$ cat config.mk
export PLATFORM = sky130hd
export DESIGN_NAME = palette_lut_banked
export DESIGN_NICKNAME = d
export VERILOG_FILES = /design/src/rtl/palette_lut_banked.sv
export SDC_FILE = /design/constraint.sdc
export NUM_CORES = 1
export LEC_CHECK = 0
export ABC_AREA = 1
export CORE_AREA = 2 2 230 232
export CTS_CLUSTER_DIAMETER = 50
export CTS_CLUSTER_SIZE = 20
export DETAILED_ROUTE_END_ITERATION = 7
export DIE_AREA = 0 0 232 234
export PLACE_DENSITY = 0.58
export SLEW_MARGIN = 0
export SYNTH_ARGS = -nofsm -noshare
export SYNTH_HDL_FRONTEND = slang
export SYNTH_SLANG_ARGS = --single-unit
export TNS_END_PERCENT = 5
$ cat constraint.sdc
create_clock -name clk_i -period 5.8 [get_ports clk_i]
set_input_delay 0.87 -clock clk_i [delete_from_list [all_inputs] [get_ports clk_i]]
set_output_delay 0.87 -clock clk_i [all_outputs]
set_load 0.02 [all_outputs]
$ cat src/rtl/palette_lut_banked.sv
// Purpose: runtime-writable multi-bank colour palette mapping pixel index to faded RGB.
// Latency: fixed 2 cycles from pix_valid_i to out_valid_o, one pixel per cycle.
// Backpressure: none; the pipeline never stalls and the consumer must accept every pixel.
module palette_lut_banked #(
  parameter int INDEX_W      = 4,
  parameter int CH_W         = 4,
  parameter int NUM_BANKS    = 2,
  parameter int TRANSP_INDEX = 3,
  localparam int BANK_W      = (NUM_BANKS > 1) ? $clog2(NUM_BANKS) : 1
) (
  input  logic                  clk_i,
  input  logic                  rst_n_i,
  input  logic                  frame_start_i,
  input  logic [BANK_W-1:0]     bank_req_i,
  input  logic [3:0]            fade_req_i,
  input  logic                  transp_en_i,
  input  logic                  wr_en_i,
  input  logic [BANK_W-1:0]     wr_bank_i,
  input  logic [INDEX_W-1:0]    wr_index_i,
  input  logic [3*CH_W-1:0]     wr_rgb_i,
  input  logic                  pix_valid_i,
  input  logic [INDEX_W-1:0]    pix_index_i,
  output logic                  out_valid_o,
  output logic                  out_transp_o,
  output logic [CH_W-1:0]       red_o,
  output logic [CH_W-1:0]       green_o,
  output logic [CH_W-1:0]       blue_o,
  output logic [BANK_W-1:0]     active_bank_o
);

  localparam int ENTRIES = 1 << INDEX_W;
  localparam int RGB_W   = 3 * CH_W;
  localparam logic [BANK_W:0]    BANK_LIM = NUM_BANKS[BANK_W:0];
  localparam logic [INDEX_W-1:0] TIDX     = TRANSP_INDEX[INDEX_W-1:0];

  // Channel brightness scaling: c*(fade+1)/16, exact in CH_W+4 bits.
  function automatic logic [CH_W-1:0] scale(input logic [CH_W-1:0] c, input logic [3:0] f);
    logic [CH_W+3:0] prod;
    prod = {4'b0000, c} * ({{CH_W{1'b0}}, f} + {{(CH_W+3){1'b0}}, 1'b1});
    return prod[CH_W+3:4];
  endfunction

  logic [RGB_W-1:0]  pal_q [NUM_BANKS][ENTRIES];
  logic [BANK_W-1:0] active_bank_q;
  logic [3:0]        active_fade_q;

  logic              v1_q;
  logic              t1_q;
  logic [RGB_W-1:0]  rgb1_q;
  logic [3:0]        fade1_q;

  logic              out_valid_q, out_transp_q;
  logic [CH_W-1:0]   red_q, green_q, blue_q;
  logic              out_transp_d;
  logic [CH_W-1:0]   red_d, green_d, blue_d;

  logic              wr_ok;
  logic              bank_ok;
  logic [RGB_W-1:0]  rd_rgb;

  assign wr_ok   = wr_en_i && ({1'b0, wr_bank_i} < BANK_LIM);
  assign bank_ok = {1'b0, bank_req_i} < BANK_LIM;
  // Read uses the pre-edge array contents, so a same-edge write is not bypassed.
  assign rd_rgb  = pal_q[active_bank_q][pix_index_i];

  // Palette storage: cleared on reset, written on any edge with a valid bank.
  always_ff @(posedge clk_i or negedge rst_n_i) begin
    if (!rst_n_i) begin
      for (int b = 0; b < NUM_BANKS; b++) begin
        for (int e = 0; e < ENTRIES; e++) begin
          pal_q[b][e] <= '0;
        end
      end
    end else if (wr_ok) begin
      pal_q[wr_bank_i][wr_index_i] <= wr_rgb_i;
    end
  end

  // Shadow bank/fade registers only change at frame start, never mid-frame.
  always_ff @(posedge clk_i or negedge rst_n_i) begin
    if (!rst_n_i) begin
      active_bank_q <= '0;
      active_fade_q <= 4'hF;
    end else if (frame_start_i) begin
      if (bank_ok) begin
        active_bank_q <= bank_req_i;
      end
      active_fade_q <= fade_req_i;
    end
  end

  // Stage 1: lookup, transparency key and fade capture (pre-update fade value).
  always_ff @(posedge clk_i or negedge rst_n_i) begin
    if (!rst_n_i) begin
      v1_q    <= 1'b0;
      t1_q    <= 1'b0;
      rgb1_q  <= '0;
      fade1_q <= 4'hF;
    end else begin
      v1_q    <= pix_valid_i;
      t1_q    <= transp_en_i && (pix_index_i == TIDX);
      rgb1_q  <= rd_rgb;
      fade1_q <= active_fade_q;
    end
  end

  // Stage 2 next-state: scaled colour, forced to zero when transparent or idle.
  always_comb begin
    out_transp_d = v1_q && t1_q;
    red_d        = '0;
    green_d      = '0;
    blue_d       = '0;
    if (v1_q && !t1_q) begin
      red_d   = scale(rgb1_q[3*CH_W-1:2*CH_W], fade1_q);
      green_d = scale(rgb1_q[2*CH_W-1:CH_W], fade1_q);
      blue_d  = scale(rgb1_q[CH_W-1:0], fade1_q);
    end
  end

  // Stage 2 output registers.
  always_ff @(posedge clk_i or negedge rst_n_i) begin
    if (!rst_n_i) begin
      out_valid_q  <= 1'b0;
      out_transp_q <= 1'b0;
      red_q        <= '0;
      green_q      <= '0;
      blue_q       <= '0;
    end else begin
      out_valid_q  <= v1_q;
      out_transp_q <= out_transp_d;
      red_q        <= red_d;
      green_q      <= green_d;
      blue_q       <= blue_d;
    end
  end

  assign out_valid_o   = out_valid_q;
  assign out_transp_o  = out_transp_q;
  assign red_o         = red_q;
  assign green_o       = green_q;
  assign blue_o        = blue_q;
  assign active_bank_o = active_bank_q;

endmodule

==> out/qor.csv, run 1 <==
metric,value,unit
gr-total-overflow,0,
switching_share,31.0,%
setup_viol,0,
antenna_found_initial,2,
cp.arrival,4270,ps
nets,2598,
yosys_warnings,0,
cp-start-kind,flip-flop,
hold_path_class,input port to async pin,
ys_top_cells_by_count,"nand2_1 (996), dfrtp_1 (413), o21ai_0 (307)",
cts_sinks,421,
dieArea,0.0543,sq mm
synth_edf_count,0,
initial_core_util,39.3,%
final_hold_viol_count,0,
ant_nets,0,
antenna_cells,0,
ys_types,29,
syn-num-nets,2661,
avgRoutedWirePerCell,17.8,um
syn_avg_cell_area,7.90,sq um
boundaryPins,47,
critPathKind,flip-flop to flip-flop,
synth_top_cell_area_share,50.6,%
ys_seq_area_share,51.6,%
core-area,0.0520,sq mm
crit_path_max_incr_delay,620,ps
track_usage,21.7,%
fillerInstances,5222,
placed_cells,3166,
place.gp.congestion,0.848,
final_core_util,43.4,%
pwr-share-seq,47.0,%
r2r-start,fade1_q[0]$_DFF_PN1_,
max_slew_margin,17.1,%
synth_ff_type,dfrtp_1,
maxSlewViolCount,0,
ff2ff_path_depth,15,
hpwl,33900,um
critPathCaptureType,flip-flop,
cell_internal_pwr,5.55,mW
die_x,232,um
vias,16896,
synth_area_leaders,"dfrtp_1 (51%), nand2_1 (18%), o21ai_0 (7.5%)",
clk_latency,590,ps
synth_most_common_cell,nand2_1,
crit_end,red_o[3]$_DFF_PN0_,
power_density,356,mW/mm^2
cap_violations,0,
grt_pass1_vias,16256,
placedInstanceArea,0.0211,sq mm
portBuffers,46,
layout_min_cycle_time,3810,ps
synthCells,2586,
p_comb_share,17.2,%
syn_to_final_growth,10.5,%
synthesis.area,0.0204,sq mm
htreeDepth,2,
die_y,234,um
grt_max_degree,116,
finalCritPeriodShare,65.6,%
regToRegSetupSlack,1990,ps
max_clock_freq,0.263,GHz
route.detailed.drc,0,
root_buffer,clkbuf_16,
rsz0062_at_grt,no,
p_leak,10.9,nW
final_cells,3241,
viasPerCell,5.21,
clk_path_buf_depth,3,
cts_resized,0,
synth.ff_latch_count,421,
r2r_end,red_o[3]$_DFF_PN0_,
async_reset_ff_share,100,%
clk_pin_slew,70,ps
rows,84,
path_cells,ha_1 -> xor2_1 -> inv_1 -> nor2_1 -> fa_1 -> inv_1 -> fa_1 -> inv_1 -> ha_1 -> nand4_1 -> or2_2 -> nand3_1 -> nand2_1 -> nand2_1 -> nor2_1,
fin_area,0.0226,sq mm
cp.required,6260,ps
setup_tns,0,ps
post_cts.repair.setup_buffers,0,
drtPass1Iterations,6,
status,finished clean,
drt-total-wl,57600,um
cpMaxStageDelayCell,dfstp_2,
first_iter_violations,1554,
drive_above_1_share,6.19,%
yosysTopAreaCell,dfrtp_1,
crit_top_cell,inv_1,
grt_pass1_wl,92400,um
worstMarginPinSlew,1240,ps
cts_hold_buf,0,
peakVddDrop,0.000333,V
p_clk_share,35.9,%
switchingPower,2.50,mW
cts_tree,done,
cts_made_buffers,43,
skew,30.5,ps
cp_max_fo,9,
cp-startpoint,fade1_q[0]$_DFF_PN1_,
worst max-delay path: cells and delay by family (launching register included):
family / cells / cell delay [ps]
xor+xnor: 1 / 530
flops: 1 / 620
buf+inv: 3 / 400
simple gates: 7 / 880
fa+ha+maj: 4 / 1260
metal layers:
metal / vias to the layer above / track usage, % / part of all wire [%]
met5: - / 0 / 0.019
met2: 438 / 34.7 / 46
li1: 8161 / - / -
met3: 84 / 2.64 / 5.1
met1: 8211 / 30.8 / 47
met4: 2 / 6.63 / 2.5
power by group through the flow:
stage          sequential, mW  clock (mW)  combinational (mW)
2_1_floorplan            3.74           0                1.00
3_3_place_gp             3.80           0                1.35
3_5_place_dp             3.82           0                1.39
4_1_cts                  3.77        2.95                1.39
5_1_grt                  3.84        3.07                1.61
6_report                 3.78        2.88                1.38
area by class of cell:
cell class	instances	area, sq um	share of cell area, %
clock inverter	29	329	1.46
tap	688	861	3.81
multi-input combinational	1863	8570	37.9
timing repair buffer	73	686	3.04
inverter	121	460	2.04
sequential	421	10500	46.7
clock buffer	46	1130	5.00
state kept, by name, indices dropped and copies added (netlist names):
register	count
pal_q	384
rgb1_q	12
active_fade_q	4
blue_o	4
fade1_q	4
green_o	4
red_o	4
active_bank_o	1
out_transp_o	1
out_valid_o	1
t1_q	1
v1_q	1
cell families after synthesis:
| logic type | count (synthesis) | share of synthesized area [%] |
|---|---|---|
| and+or+nand+nor | 1388 | 27.9 |
| adders and majority gates | 43 | 3.18 |
| buffers and inverters | 302 | 6.46 |
| AOI/OAI and AO/OA | 420 | 10.3 |
| DFF | 421 | 51.6 |
| xor gates and xnor gates | 8 | 0.343 |
| muxes | 4 | 0.220 |
through the flow:
stage | setup WS [ps] | power (mW) | hold WS [ps]
4_1_cts | 2010 | 8.11 | 369
6_report | 1990 | 8.04 | 365
5_1_grt | 1630 | 8.52 | 372
3_3_place_gp | 2170 | 5.16 | 356
2_1_floorplan | 2470 | 4.75 | 352
3_5_place_dp | 1980 | 5.21 | 360
how the worst min path moves through the flow:
stage | slack (ps) | endpoint | from | depth (start not counted)
2_1_floorplan | 350 | fade1_q[0]$_DFF_PN1_ | active_fade_q[0]$_DFFE_PN1P_ | 0
3_3_place_gp | 360 | fade1_q[2]$_DFF_PN1_ | active_fade_q[2]$_DFFE_PN1P_ | 0
3_5_place_dp | 360 | fade1_q[2]$_DFF_PN1_ | active_fade_q[2]$_DFFE_PN1P_ | 0
4_1_cts | 370 | fade1_q[2]$_DFF_PN1_ | active_fade_q[2]$_DFFE_PN1P_ | 0
5_1_grt | 370 | fade1_q[2]$_DFF_PN1_ | active_fade_q[2]$_DFFE_PN1P_ | 0
6_report | 370 | rgb1_q[11]$_DFF_PN0_ | rst_n_i | 1
cell usage in the layout (no fill, tap or decap):
| master | count |
|---|---|
| nand2_1 | 996 |
| dfrtp_1 | 412 |
| o21ai_0 | 307 |
| nand3_1 | 276 |
| inv_1 | 112 |
| o21ai_1 | 95 |
| nor2_1 | 76 |
| clkbuf_16 | 44 |
| clkdlybuf4s50_1 | 43 |
| ha_1 | 28 |
| buf_4 | 26 |
| nand2_2 | 17 |
| a21oi_1 | 15 |
| fa_1 | 15 |
| inv_6 | 12 |
| dfstp_2 | 8 |
| nand4_1 | 6 |
| xnor2_1 | 6 |
| nor2_4 | 6 |
| inv_8 | 6 |
| inv_2 | 5 |
| nor2_2 | 5 |
| mux2_2 | 4 |
| clkinvlp_4 | 4 |
| o211ai_1 | 3 |
| or2_2 | 3 |
| clkinv_8 | 3 |
| clkinv_4 | 3 |
| xor2_1 | 2 |
| clkinv_1 | 2 |
| or2_4 | 2 |
| bufinv_16 | 2 |
| clkbuf_8 | 2 |
| buf_12 | 2 |
| clkinv_2 | 1 |
| and3_1 | 1 |
| dfrtp_4 | 1 |
| buf_8 | 1 |
| buf_2 | 1 |
Power figures use the tool's default switching activity.
==> inputs of run 2 (changes only) <==
--- a/config.mk
+++ b/config.mk
@@ -11,7 +11,7 @@
 export CTS_CLUSTER_SIZE = 20
 export DETAILED_ROUTE_END_ITERATION = 7
 export DIE_AREA = 0 0 232 234
-export PLACE_DENSITY = 0.58
+export PLACE_DENSITY = 0.6
 export SLEW_MARGIN = 0
 export SYNTH_ARGS = -nofsm -noshare
 export SYNTH_HDL_FRONTEND = slang
==> constraint.sdc (replaced) <==
create_clock -name clk_i -period 3.4 [get_ports clk_i]
set_input_delay 0.51 -clock clk_i [delete_from_list [all_inputs] [get_ports clk_i]]
set_output_delay 0.51 -clock clk_i [all_outputs]
set_load 0.02 [all_outputs]
==> out/qor.csv, run 2 (synthesized netlist as in run 1, its figures left out) <==
metric,value,unit
status,finished clean,
final_cell_mix,"nand2_1 (994), dfrtp_1 (412), o21ai_0 (306), nand3_1 (274), inv_1 (112)",
boundaryPins,47,
hpwl,33700,um
setup_tns,0,ps
layout_min_cycle_time,3310,ps
root_buffer,clkbuf_16,
clk_path_buf_depth,3,
path_buf_inv,2,
top_usage_layer,met2,
grt_max_degree,104,
worstMarginPinSlew,832,ps
r2r-start,fade1_q[0]$_DFF_PN1_,
hold_path_class,input port to flip-flop,
crit_path_max_incr_delay,540,ps
placed_cells,3189,
largestRegisters,"pal_q (384), rgb1_q (12)",
track_usage,21.5,%
drive_above_1_share,8.02,%
core-area,0.0520,sq mm
cpMaxStageDelayCell,dfstp_2,
critPathKind,flip-flop to flip-flop,
total_power,14.5,mW
grt_pass1_wl,91700,um
ant_nets,0,
drtPass1Iterations,6,
rows,84,
cp.arrival,3790,ps
viasPerCell,5.19,
vias,17029,
nets,2630,
setup_viol,0,
fin_area,0.0232,sq mm
clk_pin_slew,70,ps
critPathCaptureType,flip-flop,
skew,20.3,ps
gr-total-overflow,0,
power_density,626,mW/mm^2
fillerInstances,5180,
initial_core_util,39.3,%
peakVddDrop,0.000388,V
ff2ff_path_depth,14,
placedInstanceArea,0.0214,sq mm
place.gp.congestion,0.821,
final_cells,3283,
cp_max_fo,7,
portBuffers,46,
cts_made_buffers,49,
finalCritPeriodShare,97.2,%
rsz0062_at_grt,yes,
route.detailed.drc,0,
first_iter_violations,1615,
htreeDepth,2,
cp-startpoint,fade1_q[0]$_DFF_PN1_,
grtUsageMet3,2.97,%
cp-start-kind,flip-flop,
clk_latency,620,ps
final_common_cell,nand2_1,
largest_register,pal_q,
worst-path-stages,14,
cpLargestDelayFamily,adder cells,
crit_top_cell,nand2_1,
cp.required,3880,ps
max_clock_freq,0.303,GHz
syn_to_final_growth,13.7,%
max_slew_margin,44.5,%
die_x,232,um
cap_violations,0,
regToRegSetupSlack,90,ps
gr-usage-met1,30.4,%
met2_usage,33.8,%
avgRoutedWirePerCell,17.3,um
maxSlewViolCount,0,
whs,373,ps
largest_register_ffs,384,
crit_end,blue_o[3]$_DFF_PN0_,
grt_pass1_vias,16290,
r2r_end,blue_o[3]$_DFF_PN0_,
dieArea,0.0543,sq mm
antenna_found_initial,0,
cts_tree,done,
antenna_cells,0,
cts_sinks,421,
p_leak,11.2,nW
die_y,234,um
final-seq-area,0.0105,sq mm
multi_input_area,0.00863,sq mm
path_cells,ha_2 -> xor2_1 -> buf_4 -> nand2_1 -> fa_1 -> inv_1 -> fa_1 -> ha_4 -> nand4_1 -> or2_4 -> nand3_2 -> nand2_1 -> nand2_1 -> nor2_1,
drt-total-wl,56900,um
final_hold_viol_count,0,
[run 2: changes by cell type in the layout (fill, tap and decap cells not counted), moves of 3 or more]
cell       change
buf_12         +8
buf_4         +17
bufinv_16      +3
clkbuf_1       +3
clkbuf_16      +6
clkinv_2       +3
clkinv_4       +5
ha_1           -4
ha_4           +3
inv_6          -4
inv_8          -3
nor2_1         -3
nor2_2         +3
[run 2: stage by stage]
stage	utilization (%)	worst slack, ps
CTS	44.5	33.3
finish	44.7	94.7
global placement	41.1	153
detailed placement	41.1	-11.5
global route	44.7	-60.1
floorplan	-	71.8
[run 2: power breakdown]
part	switching, mW	total (mW)	internal (mW)	leakage [nW]
Clock	2.43	5.63	3.20	0.838
Sequential	0.482	6.40	5.92	5.44
Combinational	1.55	2.52	0.969	4.93
Total	4.46	14.5	10.1	11.2
[run 2: repair_timing]
item                                    in CTS  in global routing
setup buffers                                0                  2
endpoints found under the hold margin       62                  0
hold buffers                                 1                  0
endpoints found under the setup margin       1                  6
pin swaps                                    0                  6
resized for setup                            1                 14
[run 2: worst min path at each step]
| stage | to | slack (ps) | start | cells past startpoint |
|---|---|---|---|---|
| after CTS | v1_q$_DFF_PN0_ | 340 | pix_valid_i | 1 |
| after global placement | fade1_q[3]$_DFF_PN1_ | 370 | active_fade_q[3]$_DFFE_PN1P_ | 0 |
| after floorplan | active_bank_o$_DFFE_PN0P_ | 210 | rst_n_i | 0 |
| final | v1_q$_DFF_PN0_ | 370 | pix_valid_i | 1 |
| after detailed placement | fade1_q[3]$_DFF_PN1_ | 370 | active_fade_q[3]$_DFFE_PN1P_ | 0 |
| after global routing | v1_q$_DFF_PN0_ | 350 | pix_valid_i | 1 |
[run 2: layout make-up]
class	count	area share (%)
Inverter	121	1.99
Clock inverter	38	2.09
Multi-Input combinational cell	1863	37.1
Sequential cell	421	45.4
Timing Repair Buffer	99	4.23
Clock buffer	53	5.43
Tap cell	688	3.70
[run 2: per-layer routing]
metal | share of wire, % | vias to the layer above
li1 | - | 8242
met1 | 46 | 8196
met2 | 45 | 497
met3 | 6.0 | 94
met4 | 2.9 | 0
met5 | 0 | -
==> inputs of run 3 (changes only) <==
--- a/config.mk
+++ b/config.mk
@@ -5,14 +5,13 @@
 export SDC_FILE = /design/constraint.sdc
 export NUM_CORES = 1
 export LEC_CHECK = 0
-export ABC_AREA = 1
-export CORE_AREA = 2 2 230 232
+export CAP_MARGIN = 40
+export CORE_AREA = 2 2 228 230
 export CTS_CLUSTER_DIAMETER = 50
 export CTS_CLUSTER_SIZE = 20
 export DETAILED_ROUTE_END_ITERATION = 7
-export DIE_AREA = 0 0 232 234
+export DIE_AREA = 0 0 230 232
 export PLACE_DENSITY = 0.6
-export SLEW_MARGIN = 0
 export SYNTH_ARGS = -nofsm -noshare
 export SYNTH_HDL_FRONTEND = slang
 export SYNTH_SLANG_ARGS = --single-unit
==> out/qor.csv, run 3 <==
metric,value,unit
finalCritPeriodShare,99.1,%
switchingPower,3.91,mW
place.gp.congestion,0.809,
avgRoutedWirePerCell,21.8,um
core-area,0.0509,sq mm
ys_seq_area_share,52.1,%
rsz0062_at_grt,yes,
ant_nets,0,
syn-num-nets,1503,
status,finished clean,
synth_most_common_cell,dfrtp_1,
track_usage,18.5,%
largestRegisters,"pal_q (384), rgb1_q (12)",
path_cells,ha_4 -> xor2_4 -> buf_6 -> and2_4 -> fa_1 -> inv_2 -> fa_1 -> inv_2 -> ha_4 -> nand4b_1 -> o2111ai_2 -> buf_4 -> xnor2_2 -> nor2_1,
route.detailed.drc,0,
cp.arrival,3810,ps
synth_ff_type,dfrtp_1,
worstHoldStart,active_fade_q[0]$_DFFE_PN1P_,
r2r_end,red_o[2]$_DFF_PN0_,
clk_pin_slew,70,ps
clk_latency,580,ps
ff2ff_path_depth,14,
crit_path_max_incr_delay,580,ps
cp_max_fo,6,
grt_pass1_wl,76200,um
final_hold_viol_count,0,
p_comb_share,18.3,%
cpMaxStageDelayCell,dfstp_2,
synth_edf_count,0,
rows,83,
grt_max_degree,88,
clk_path_buf_depth,3,
boundaryPins,47,
cp-startpoint,fade1_q[0]$_DFF_PN1_,
vias,12044,
first_iter_violations,640,
final_common_cell,dfrtp_1,
cap_violations,0,
ys_types,48,
cell_internal_pwr,10.6,mW
max_clock_freq,0.297,GHz
cts_made_buffers,45,
die_y,232,um
peakVddDrop,0.000373,V
largest_register,pal_q,
drtPass1Iterations,5,
power_density,613,mW/mm^2
die_x,230,um
cp-start-kind,flip-flop,
regToRegSetupSlack,30,ps
viasPerCell,5.43,
synthCells,1428,
p_clk_share,37.0,%
hpwl,31700,um
layout_min_cycle_time,3370,ps
gr-total-overflow,0,
pwr-share-seq,44.7,%
max_slew_margin,47.7,%
ys_top_cells_by_count,"dfrtp_1 (413), mux2_2 (365), mux2i_1 (79)",
p_leak,10.7,nW
final_cell_mix,"dfrtp_1 (412), mux2_2 (365), buf_4 (89), mux2i_1 (79), nand2_1 (51)",
placed_cells,2126,
synthesis.area,0.0202,sq mm
nets,1578,
antenna_found_initial,1,
final_cells,2219,
critPathKind,flip-flop to flip-flop,
final_core_util,46.4,%
synth_area_leaders,"dfrtp_1 (51%), mux2_2 (20%), mux4_2 (4.2%)",
drt-total-wl,48400,um
root_buffer,clkbuf_16,
synth.ff_latch_count,421,
setup_tns,0,ps
syn_to_final_growth,16.7,%
initial_core_util,39.8,%
hold_path_class,flip-flop to flip-flop,
portBuffers,46,
dieArea,0.0534,sq mm
antenna_cells,0,
yosys_warnings,0,
maxSlewViolCount,0,
setup_viol,0,
grt_pass1_vias,12680,
hold_end,fade1_q[0]$_DFF_PN1_,
cts_tree,done,
htreeDepth,2,
cp.required,3840,ps
cts_sinks,421,
critPathCaptureType,flip-flop,
holdPathStages,0,
syn_avg_cell_area,14.2,sq um
total_power,14.5,mW
switching_share,27.0,%
whs,366,ps
r2r-start,fade1_q[0]$_DFF_PN1_,
async_reset_ff_share,100,%
synth_top_cell_area_share,51.1,%
drive_above_1_share,40.8,%
largest_register_ffs,384,
yosysTopAreaCell,dfrtp_1,
skew,30.8,ps
worstMarginPinSlew,783,ps
[run 3: cell count changes after synthesis, moves of 38 or more]
cell and delta:
mux2_2 +361, mux2i_1 +79, a22oi_1 +43, nand2_1 -945
nor2_1 -55, o21ai_1 -95, o21ai_0 -304, mux4_2 +38
inv_1 -89, nand3_1 -248
[run 3: power groups by stage]
stage	Combinational [mW]	Sequential (mW)	Clock, mW
after CTS	2.56	6.47	5.49
final	2.64	6.48	5.36
after global placement	2.46	6.52	0
after floorplan	1.84	6.42	0
after detailed placement	2.54	6.57	0
after global routing	2.90	6.60	5.69
[run 3: what timing repair did]
item / CTS / global route
hold endpoints to repair: 51 / 0
hold buffers: 1 / 0
endpoints found under the setup margin: 5 / 11
setup buffers: 1 / 6
resized for setup: 5 / 24
pin swaps: 3 / 25
cloned: 0 / 2
[run 3: cells by family (layout without fill, tap and decap cells)]
logic type	Yosys count	in the layout	share of synthesized area (%)
compound gates	90	90	3.39
xor+xnor	11	11	0.476
fa+ha+maj	43	43	3.22
buf+inv	139	250	3.30
flops	421	421	52.1
mux	525	525	32.2
simple gates	199	199	5.32
[run 3: cell type report]
type / instances / area, sq um
fill: 4530 / 27300
sequential: 421 / 10500
multi-input combinational: 868 / 9200
timing repair buffer: 143 / 1270
clock buffer: 53 / 1210
tap: 680 / 851
clock inverter: 30 / 442
inverter: 24 / 90.1
[run 3: worst max-delay path by stage]
stage | depth (start not counted) | end
floorplan | 14 | blue_o[3]$_DFF_PN0_
global placement | 13 | green_o[3]$_DFF_PN0_
detailed placement | 13 | green_o[3]$_DFF_PN0_
CTS | 13 | red_o[3]$_DFF_PN0_
global route | 14 | red_o[2]$_DFF_PN0_
finish | 14 | red_o[2]$_DFF_PN0_
[run 3: per-stage QoR]
stage | cell area [sq um] | setup WS (ps)
after global routing | 23600 | -120
final | 23600 | 29.6
after floorplan | 20300 | -11.7
after detailed placement | 21700 | -68.1
after global placement | 21700 | 28.3
after CTS | 23400 | -53.4
[run 3: critical path: cells and delay by family, from the launching register on]
| family | cells | cell delay [ps] |
|---|---|---|
| flops | 1 | 580 |
| xor+xnor | 2 | 180 |
| simple gates | 3 | 340 |
| compound gates | 1 | 240 |
| fa+ha+maj | 4 | 1490 |
| buf+inv | 4 | 410 |
[run 3: per-layer routing]
metal	GRT usage [%]	wire, um	vias up
met2	29.9	23000	197
met3	3.32	1880	80
li1	-	-	5392
met5	0	9	-
met1	24.9	21900	6373
met4	7.08	1600	2
==> patch 1 (settings of run 1) <==
`INDEX_W`: 4 -> 3.
--- a/src/rtl/palette_lut_banked.sv
+++ b/src/rtl/palette_lut_banked.sv
@@ -2,7 +2,7 @@
 // Latency: fixed 2 cycles from pix_valid_i to out_valid_o, one pixel per cycle.
 // Backpressure: none; the pipeline never stalls and the consumer must accept every pixel.
 module palette_lut_banked #(
-  parameter int INDEX_W      = 4,
+  parameter int INDEX_W      = 3,
   parameter int CH_W         = 4,
   parameter int NUM_BANKS    = 2,
   parameter int TRANSP_INDEX = 3,
Ports: changed (resized pix_index_i and wr_index_i); port bits go from 47 to 45. The function was not compared with the original's and may differ.
==> patch 1 against run 1 <==
  * Global-route usage decreased by 10 points
  * Sequential power decreased by 44%
  * Combinational power decreased by 28%
  * Sequential cell count decreased by 192
  * Cell area decreased by 42%
  * Synthesized area decreased by 45%
  * Non-clock buffer count decreased by 21
  * Routed wire length decreased by 46%
  * Worst hold slack about the same
  * Worst setup slack improved by 0.25 ns
  * Total power decreased by 41%
  * Cell count decreased by 36%
  * Largest power group unchanged
==> patch 1: results (changes against run 1) <==
Slowest Stage Delay on Critical Path 0.63 ns; number of diodes added for antenna fixing 0 (unchanged); buffer levels on the longest clock path 3 (unchanged); Regs by FF count pal_q: 192 flops, rgb1_q: 12 flops (was pal_q: 384 flops, rgb1_q: 12 flops); clock buffers created by TritonCTS 26 (was 43); total number of nets in the final design 1,443 (was 2,598); count of flip-flops with a built-in enable after synthesis 0 (unchanged); CTS root buffer sky130_fd_sc_hd__clkbuf_16 (unchanged); transition time at the pin with the least slew margin 1.08 ns (was 1.24 ns); Synth Flop Type sky130_fd_sc_hd__dfrtp_1 (unchanged); Worst Setup Path Type flip-flop to flip-flop (unchanged); DR vias 9,198 (was 16,900); class of the most critical hold timing path flip-flop to flip-flop (was primary input to asynchronous set/reset pin); via count of the first global-routing pass 8,871 (was 16,300); leakage power 6.08 nW (was 10.9 nW); post-placement setup slack 2.29 ns (was 1.98 ns); result of the run finished clean (unchanged); Routed WL per cell 14.9 µm (was 17.8 µm); H-tree lvl count 1 (was 2); fraction of layout cells with a size suffix above 1 6.04% (was 6.19%); pin count of the biggest net entering global routing 132 (was 116); launch instance of the worst register-to-register path fade1_q[0] (unchanged); number of different library cells in the post-synthesis netlist 35 (was 29); fraction of synthesis flops using an asynchronous set or reset pin 100% (unchanged); detailed-routing iteration count for the pre-antenna-repair pass 5 (was 6); # Max-Cap Violations 0 (unchanged); Worst EP arrival 4.04 ns (was 4.27 ns); clock latency on the worst-skew pair 0.58 ns; remaining design rule violation count 0 (unchanged); Clock transition at path regs 0.06 ns; antenna violations before repair 0 (was 2); IR Drop Worst-Case VDD 0.185 mV (was 0.333 mV); Total GRT Usage 11.6% (was 21.7%); top cells by count, synth sky130_fd_sc_hd__nand2_1 (351), sky130_fd_sc_hd__dfrtp_1 (221), sky130_fd_sc_hd__o21ai_0 (209) (was sky130_fd_sc_hd__nand2_1 (996), sky130_fd_sc_hd__dfrtp_1 (413), sky130_fd_sc_hd__o21ai_0 (307)); global-route wire length before repair 50.0 mm (was 92.4 mm); HPWL after detailed placement 20.0 mm (was 33.9 mm); number of buffers inserted by post-CTS setup repair 0 (unchanged); last weighted congestion value of the routability-driven placer 0.872 (was 0.848); sequential fraction of the synthesis area 51.0% (was 51.6%); ranking of synthesized cells by area sky130_fd_sc_hd__dfrtp_1 (49%), sky130_fd_sc_hd__nand2_1 (12%), sky130_fd_sc_hd__o21ai_0 (9.3%) (was sky130_fd_sc_hd__dfrtp_1 (51%), sky130_fd_sc_hd__nand2_1 (18%), sky130_fd_sc_hd__o21ai_0 (7.5%)); Yosys warning count 0 (unchanged); post_cts resized 0 (unchanged); number of inserted filler cells in the final layout 5,611 (was 5,222); clock tree skew after final layout 0.0205 ns (was 0.0305 ns); number of buffers added on ports 44 (was 46); starting DRC count in detailed routing 819 (was 1,554)
-- patch 1: final cells by class --
cell class              instances  area share (%)
clock buffers                  27            4.98
well taps                     688            6.55
inverters                     104            2.97
clock inverters                21            1.74
repair buffers                 52            3.85
flip-flops and latches        229            43.7
multi-input cells             957            36.2
-- patch 1: cell families (layout without fill, tap and decap cells) --
logic type               after synthesis  in the layout  synth area share, %
multiplexers                           4              4                0.400
buffers and inverters                186            204                 6.74
AND/OR/NAND/NOR                      561            561                 20.0
XOR/XNOR                               4              4                0.311
AO/OA/AOI/OAI                        345            345                 15.8
adder cells (fa/ha/maj)               43             43                 5.78
flip-flops                           229            229                 51.0
-- patch 1: final timing paths --
kind / endpoint / cells past startpoint / slack (ns)
max: green_o[1] / 17 / 2.24
min: fade1_q[3] / 0 / 0.37
max reg2reg: green_o[1] / 17 / 2.24
min reg2reg: fade1_q[3] / 0 / 0.37
max in group asynchronous: pal_q[129] / 2 / 4.01
min in group asynchronous: out_transp_o / 1 / 0.39
-- patch 1: metrics by stage --
| stage | cells | cell area [µm²] | power, mW |
|---|---|---|---|
| floorplan | 1372 | 11300 | 2.78 |
| global placement | 2030 | 12300 | 3.09 |
| detailed placement | 2030 | 12300 | 3.12 |
| CTS | 2078 | 13100 | 4.80 |
| global route | 2078 | 13100 | 5.06 |
| finish | 2078 | 13100 | 4.75 |
-- patch 1: power breakdown --
group	leakage (nW)	switching, mW	internal [mW]
logic	2.84	0.617	0.376
clock network	0.418	0.780	0.872
registers	2.82	0.177	1.93
-- patch 1: layer usage --
metal  vias to the layer above  share of wire, %  GRT usage, %
met1                      4410                48          16.9
met2                       299                42          17.0
met5                         -                 0             0
met3                        48               7.1          2.32
met4                         0               3.4          3.81
li1                       4441                 -             -
==> patch 2 (config.mk and constraints of run 1) <==
Made on the original files. Reset style: synchronous (`rst_n_i`), changed in 4 clocked blocks.
--- a/src/rtl/palette_lut_banked.sv
+++ b/src/rtl/palette_lut_banked.sv
@@ -64,7 +64,7 @@
   assign rd_rgb  = pal_q[active_bank_q][pix_index_i];
 
   // Palette storage: cleared on reset, written on any edge with a valid bank.
-  always_ff @(posedge clk_i or negedge rst_n_i) begin
+  always_ff @(posedge clk_i) begin
     if (!rst_n_i) begin
       for (int b = 0; b < NUM_BANKS; b++) begin
         for (int e = 0; e < ENTRIES; e++) begin
@@ -77,7 +77,7 @@
   end
 
   // Shadow bank/fade registers only change at frame start, never mid-frame.
-  always_ff @(posedge clk_i or negedge rst_n_i) begin
+  always_ff @(posedge clk_i) begin
     if (!rst_n_i) begin
       active_bank_q <= '0;
       active_fade_q <= 4'hF;
@@ -90,7 +90,7 @@
   end
 
   // Stage 1: lookup, transparency key and fade capture (pre-update fade value).
-  always_ff @(posedge clk_i or negedge rst_n_i) begin
+  always_ff @(posedge clk_i) begin
     if (!rst_n_i) begin
       v1_q    <= 1'b0;
       t1_q    <= 1'b0;
@@ -118,7 +118,7 @@
   end
 
   // Stage 2 output registers.
-  always_ff @(posedge clk_i or negedge rst_n_i) begin
+  always_ff @(posedge clk_i) begin
     if (!rst_n_i) begin
       out_valid_q  <= 1'b0;
       out_transp_q <= 1'b0;
Check against the original RTL: not settled (the Yosys comparison gave no result); the edit may change what the design does.
==> patch 2 against run 1 <==
  * Total power down 11%
  * Worst setup slack improved by 0.24 ns
  * Cell count is 15% lower
  * Routed wire length increased by 1.0%
  * Non-clock buffer count increased by 7
  * Sequential cell count is 1 higher
  * Cell area is 2.6% lower
  * Fmax is 6.6% higher
  * Combinational power down 46%
  * Synthesized area down 4.6%
  * Critical path type unchanged
  * Critical endpoint is now green_o[2]
  * Largest cell class unchanged
==> patch 2: results (changes against run 1) <==
result of the run finished clean (unchanged); area of combinational cells with multiple inputs 6120 µm² (was 8570 µm²); cells after synthesis 2,021 (was 2,586); CP max-delay cell sky130_fd_sc_hd__dfxtp_1 (was sky130_fd_sc_hd__dfstp_2); Signal inverters 163 (was 121); clock-net power 2.81 mW (was 2.88 mW); Total GRT Usage 21.7% (about the same); area taken by flip-flops and latches 12,300 µm² (was 10,500 µm²); antenna violations before repair 1 (was 2); share of power burned in registers 50.1% (was 47.0%); met3 usage 4.22% (was 2.64%); sequential fraction of the synthesis area 63.1% (was 51.6%); starting DRC count in detailed routing 2,008 (was 1,554); number of instances in the placed design 2,669 (was 3,166); top cells by count, synth sky130_fd_sc_hd__nand2_1 (567), sky130_fd_sc_hd__edfxtp_1 (384), sky130_fd_sc_hd__nor2_1 (326) (was sky130_fd_sc_hd__nand2_1 (996), sky130_fd_sc_hd__dfrtp_1 (413), sky130_fd_sc_hd__o21ai_0 (307)); pin count of the biggest net entering global routing 108 (was 116); class of the most critical hold timing path flip-flop to flip-flop (was primary input to asynchronous set/reset pin); Non-clk bufs 80 (was 73); count of flip-flops with a built-in enable after synthesis 384 (was 0); met1 track demand over resource 30.9% (was 30.8%); last weighted congestion value of the routability-driven placer 0.899 (was 0.848); number of sinks driven by the clock tree 422 (was 421); number of inserted filler cells in the final layout 5,053 (was 5,222); Psw 1.88 mW (was 2.50 mW); leakage power 8.91 nW (was 10.9 nW); HPWL after detailed placement 38.1 mm (was 33.9 mm); final routed wirelength across all metal layers 58.2 mm (was 57.6 mm); met2 layer usage reported by global route 33.5% (was 34.7%); clock-cell share of area 6.33% (was 6.46%); IR Drop Worst-Case VDD 0.199 mV (was 0.333 mV); Worst slew margin 15.7% (was 17.1%); Sequential Power 3.57 mW (was 3.78 mW); ranking of synthesized cells by area sky130_fd_sc_hd__edfxtp_1 (59%), sky130_fd_sc_hd__nand2_1 (11%), sky130_fd_sc_hd__nand3_1 (6.8%) (was sky130_fd_sc_hd__dfrtp_1 (51%), sky130_fd_sc_hd__nand2_1 (18%), sky130_fd_sc_hd__o21ai_0 (7.5%)); Worst EP arrival 4.07 ns (was 4.27 ns); fraction of synthesis flops using an asynchronous set or reset pin 0% (was 100%); global-route wire length before repair 86.8 mm (was 92.4 mm); area post-placement 20,600 µm² (was 21,100 µm²); Power Dens Cells 324 nW/µm² (was 356 nW/µm²); post-placement setup slack 2.19 ns (was 1.98 ns); Worst Hold Slack 0.428 ns (was 0.365 ns); clock buffers created by TritonCTS 40 (was 43); via count of the first global-routing pass 13,800 (was 16,300); launch point of the critical path fade1_q[0] (unchanged); Slowest Stage Delay on Critical Path 0.51 ns (was 0.62 ns)
[patch 2: cell count changes after synthesis, moves of 46 or more]
| cell | before | now |
|---|---|---|
| sky130_fd_sc_hd__nand2_1 | 996 | 567 |
| sky130_fd_sc_hd__nor2_1 | 76 | 326 |
| sky130_fd_sc_hd__dfrtp_1 | 413 | 0 |
| sky130_fd_sc_hd__o21ai_0 | 307 | 38 |
| sky130_fd_sc_hd__edfxtp_1 | 0 | 384 |
| sky130_fd_sc_hd__o21ai_1 | 95 | 2 |
| sky130_fd_sc_hd__inv_1 | 113 | 159 |
[patch 2: kinds of logic after synthesis]
family	after synthesis	synth area share [%]
XOR/XNOR	8	0.360
adder cells (fa/ha/maj)	43	3.34
AND/OR/NAND/NOR	1181	24.8
AO/OA/AOI/OAI	84	2.55
buffers and inverters	283	5.91
flip-flops	422	63.1
[patch 2: metal layers]
metal / vias to the layer above / part of all wire [%]
met2: 756 / 45
met4: 0 / 2.9
met3: 115 / 9.8
met5: - / 0
li1: 6666 / -
met1: 7057 / 43
